## config.mk

```make
export PLATFORM = sky130hd
export DESIGN_NAME = hex_scroll_display
export DESIGN_NICKNAME = d
export VERILOG_FILES = /design/src/rtl/hex_scroll_display.sv
export SDC_FILE = /design/constraint.sdc
export NUM_CORES = 1
export LEC_CHECK = 0
export CORE_MARGIN = 3
export CORE_UTILIZATION = 59
export DETAILED_ROUTE_END_ITERATION = 12
export GPL_TIMING_DRIVEN = 1
export PLACE_DENSITY = 0.87
export SYNTH_ARGS = -nofsm -noshare
export SYNTH_HDL_FRONTEND = slang
export SYNTH_SLANG_ARGS = --single-unit
```

## constraint.sdc

```tcl
create_clock -name clk -period 6.8 [get_ports clk]
set_input_delay 1.36 -clock clk [delete_from_list [all_inputs] [get_ports clk]]
set_output_delay 1.36 -clock clk [all_outputs]
set_load 0.03 [all_outputs]
```

## src/rtl/hex_scroll_display.sv

```systemverilog
// Multi-digit 7-segment message driver: buffers a nibble message and shows a
// DIGITS-wide window of it, either static or scrolling left through a blank gap.
module hex_scroll_display #(
    parameter int DIGITS      = 6,
    parameter int BUF_NIBBLES = 16,
    parameter int TICK_DIV    = 25000000
) (
    input  logic                             clk,
    input  logic                             rst_n,
    input  logic                             load,
    input  logic [4*BUF_NIBBLES-1:0]         data_in,
    input  logic [$clog2(BUF_NIBBLES+1)-1:0] len,
    input  logic                             scroll,
    input  logic                             pause,
    output logic [7*DIGITS-1:0]              hex,
    output logic                             step,
    output logic                             wrap
);
    localparam int LEN_W = $clog2(BUF_NIBBLES + 1);
    localparam int PW    = $clog2(BUF_NIBBLES + DIGITS);
    // LW holds L itself, which may be a power of two one past pos range
    localparam int LW    = $clog2(BUF_NIBBLES + DIGITS + 1);
    localparam int IW    = LW + 1;
    localparam int CW    = (BUF_NIBBLES > 1) ? $clog2(BUF_NIBBLES) : 1;
    localparam int PSW   = (TICK_DIV > 1) ? $clog2(TICK_DIV) : 1;

    logic [4*BUF_NIBBLES-1:0] msg;
    logic [LEN_W-1:0]         mlen;
    logic [PW-1:0]            pos;
    logic [PSW-1:0]           pre;
    logic [LW-1:0]            slen;
    logic                     tick;
    logic                     pos_last;
    logic [3:0]               ch [BUF_NIBBLES];
    logic [IW-1:0]            idx;
    logic [7*DIGITS-1:0]      nxt_hex;

    function automatic logic [6:0] glyph(input logic [3:0] v);
        case (v)
            4'h0: glyph = 7'b0000001;
            4'h1: glyph = 7'b1001111;
            4'h2: glyph = 7'b0010010;
            4'h3: glyph = 7'b0000110;
            4'h4: glyph = 7'b1001100;
            4'h5: glyph = 7'b0100100;
            4'h6: glyph = 7'b0100000;
            4'h7: glyph = 7'b0001111;
            4'h8: glyph = 7'b0000000;
            4'h9: glyph = 7'b0001100;
            4'hA: glyph = 7'b0001000;
            4'hB: glyph = 7'b1100000;
            4'hC: glyph = 7'b0110001;
            4'hD: glyph = 7'b1000010;
            4'hE: glyph = 7'b0110000;
            default: glyph = 7'b0111000;
        endcase
    endfunction

    assign slen     = LW'(mlen) + LW'(DIGITS);
    assign tick     = (pre == PSW'(TICK_DIV - 1)) && scroll && !pause;
    assign pos_last = (LW'(pos) == slen - LW'(1));

    always_comb begin
        for (int k = 0; k < BUF_NIBBLES; k++)
            ch[k] = msg[4*(BUF_NIBBLES-1-k) +: 4];
    end

    // pos < L and j < DIGITS <= L, so one conditional subtract gives the modulo
    always_comb begin
        nxt_hex = '1;
        idx     = '0;
        for (int j = 0; j < DIGITS; j++) begin
            idx = IW'(pos) + IW'(j);
            if (idx >= IW'(slen))
                idx = idx - IW'(slen);
            if (idx < IW'(mlen))
                nxt_hex[7*(DIGITS-1-j) +: 7] = glyph(ch[idx[CW-1:0]]);
        end
    end

    always_ff @(posedge clk) begin
        if (!rst_n) begin
            msg  <= '0;
            mlen <= '0;
            pos  <= '0;
            pre  <= '0;
            step <= 1'b0;
            wrap <= 1'b0;
            hex  <= '1;
        end else begin
            step <= 1'b0;
            wrap <= 1'b0;
            hex  <= nxt_hex;
            if (load) begin
                msg  <= data_in;
                mlen <= (len > LEN_W'(BUF_NIBBLES)) ? LEN_W'(BUF_NIBBLES) : len;
                pos  <= '0;
                pre  <= '0;
            end else if (!scroll) begin
                pos <= '0;
                pre <= '0;
            end else if (tick) begin
                pre  <= '0;
                step <= 1'b1;
                if (pos_last) begin
                    pos  <= '0;
                    wrap <= 1'b1;
                end else begin
                    pos <= pos + PW'(1);
                end
            end else if (!pause) begin
                pre <= pre + PSW'(1);
            end
        end
    end
endmodule

```

==> out/qor.txt <==
Distinct cells, synth = 92
outcome = finished, final reports clean
Die ar. = 22800 um^2
Synth top cells by count = 266 x mux2i_1, 143 x dfxtp_1, 109 x nand2_1
RR Endpoint = hex[1]$_SDFF_PN1_
Final Non-Filler Cells = 1743
CTS Buf Count = 17
worst path cell trace = inv_1 > ha_1 > fa_1 > o211ai_1 > a21boi_1 > nor3_2 > mux2i_4 > buf_4 > mux2i_1 > a22oi_1 > a21oi_1 > a31oi_1 > inv_1 > ha_1 > mux2_2 > nand2_1 > o311ai_0
Power, Total = 0.00284 W
max incr delay on CP = 0.85 ns
VDD IR max = 0.000163 V
Syn Area/Cell = 9.00 um^2
Stages on worst setup path = 17
Setup TNS = 0 ns
Initial Util = 60.6%
Port Buf Inserts = 117
Achievable Freq = 168 MHz
clk_lat worst skew = 0.44 ns
Max Cap Violations = 0
Final #Nets = 1625
clock buffer depth = 2
TritonCTS clock tree = done
WHS Endpoint = mlen[4]$_SDFFE_PN0P_
RR Startpoint = pos[0]$_SDFFE_PP0P_
Max Slew Vio Count = 0
delay-heaviest family, CP = adder cells
leading area contributor after synthesis = dfxtp_1
CP Max Fanout = 18
Syn Std Cell Area = 12400 um^2
R2R depth = 17
CP Buf/Inv Count = 3
Place WS = 1.01 ns
row count = 52
headroom to the max-slew limit = 20.2%
top post-synthesis cells by area = dfxtp_1 23%, mux2i_1 22%, ha_1 8.8%, nor2b_1 4.3%, nand2_1 3.3%
H-tree depth = 4
Worst-path clk slew = 0.07 ns
Sequential Area = 2860 um^2
Synth Warn # = 0
core area = 20400 um^2
layout cell share with drive strength beyond 1 = 8.69%
WS Path Type = reg -> reg
PnR worst setup slack = 0.831 ns
routed wire length = 36.4 mm
CP arrival = 6.23 ns
Initial DRC Count = 1296
hold depth = 2
Top-Level Pins = 118
DRT antenna net count = 0
drt first pass iters = 6
DR DRC count = 0
die width = 151 um
clk root buf = clkbuf_16
ys flop type = dfxtp_1
asr flop ratio synth = 0%
# setup viols final = 0
Area Overhead vs Synth = 15.3%
Multi-input gate area = 8930 um^2
Setup crit end kind = flop
slowest stage cell, crit path = mux2i_4
GPL Wtd Cong = 1.00
unrepaired setup endpoints after global routing = false
Slew @ Worst Pin = 1.16 ns
flop2flop setup slack = 0.83 ns
clk sink count = 143
Die Ht = 151 um
Pwr Density = 199 nW/um^2
Hold Crit Class = reg -> reg
Final period util = 87.8%
Cells after DPL = 1711
DR vias/cell = 6.42
post-cts resize count = 0
Lkg Pwr = 6.13 nW
Hold Crit Start = mlen[4]$_SDFFE_PN0P_
Setup Fix Bufs, Post-CTS = 0
Vias = 11189
Final Hold Viols = 0
DPL Wire Length = 26.1 mm
Worst setup SP type = flop
CTS Hold Bufs = 0
initial antenna violation count = 0
register bit total from synthesis = 143
most frequent cell after synthesis = mux2i_1
fill cell count = 1619
total global routing overflow = 0
first-pass GRT wire length = 56.9 mm
Tmin final = 5.97 ns
worst path required time = 7.06 ns
DR WL/cell = 20.9 um
Seq/Total Area, Yosys = 23.1%
vias in the first global route = 10748
Cells after Synth = 1375
antenna diode count = 0
Synth top area share = 23.1%
gr usage total = 31.6%
syn_nets = 1540
EDFF count, synth = 0
pin count of the biggest net entering global routing = 78
Layout Skew = 0.0114 ns
==> worst min-delay path, stage by stage, from the launching register on <==
cell and delay (ns):
dfxtp_1 0.33, mux2i_1 0.06, nor2b_1 0.10
==> sequential cells by signal, indices dropped and copies added (netlist names) <==
name / count
wrap: 1
ch: 64
mlen: 5
pos: 5
hex: 42
step: 1
pre: 25
==> area by class of cell <==
| class | count | area share [%] |
|---|---|---|
| multi-input combinational | 1103 | 62.6 |
| timing repair buffer | 135 | 9.10 |
| tap | 270 | 2.37 |
| clock buffer | 18 | 3.08 |
| sequential | 143 | 20.1 |
| clock inverter | 14 | 1.19 |
| inverter | 60 | 1.61 |
==> power by group <==
group,internal (W),switching [W]
Sequential,0.000904,0.0000858
Clock,0.000564,0.000410
Combinational,0.000393,0.000486
Total,0.00186,0.000982
==> metrics by stage <==
stage	hold WS [ns]	utilization, %	instance area [um^2]
after global placement	0.486	66.9	13700
final	0.519	69.8	14300
after CTS	0.523	69.8	14300
after floorplan	0.471	-	12400
after global routing	0.544	69.8	14300
after detailed placement	0.504	66.9	13700
==> layout by cell type (no fill, tap or decap), drive strengths merged, types with 9 or more instances in the layout <==
master         Yosys  routed
a21oi             55      55
a211oi             9       9
ha                87      87
o22ai             12      12
buf               48      20
dfxtp            143     143
nand3             30      30
inv               58      65
nand2b            12      12
xor2              25      25
o211ai            22      22
and3               9       9
o221ai            13      13
o32ai             17      17
mux4              15      15
and2              11      11
o21a              11      11
a21o              14      14
mux2i            271     271
mux2              23      23
o21ai             33      33
nor2              79      79
nor3              13      13
clkbuf            21      18
nor2b             86      86
nand2            111     111
xnor2             38      38
a22oi             19      19
clkdlybuf4s50      0     115
==> cells by family after synthesis <==
kind of cell	share of synthesized area (%)
AND/OR/NAND/NOR	16.2
multiplexers	27.0
AO/OA/AOI/OAI	14.5
flip-flops	23.1
buffers and inverters	5.01
adder cells (fa/ha/maj)	9.44
XOR/XNOR	4.76
==> layer usage <==
metal  track usage (%)  up-vias  wire, um
met4              15.0        0      1730
met2              49.6      670     16200
met5                 0        -         0
met3              6.31      163      3740
met1              41.7     5193     14700
li1                  -     5163         -
==> worst max-delay path by stage <==
stage                               endpoint                 start
final                      hex[1]$_SDFF_PN1_   pos[0]$_SDFFE_PP0P_
after global routing       hex[1]$_SDFF_PN1_   pos[0]$_SDFFE_PP0P_
after CTS                  hex[1]$_SDFF_PN1_   pos[0]$_SDFFE_PP0P_
after detailed placement   hex[1]$_SDFF_PN1_   pos[0]$_SDFFE_PP0P_
after global placement     hex[6]$_SDFF_PN1_   pos[0]$_SDFFE_PP0P_
after floorplan           hex[25]$_SDFF_PN1_  mlen[1]$_SDFFE_PN0P_
No activity file was read; power rests on OpenSTA's default activity.
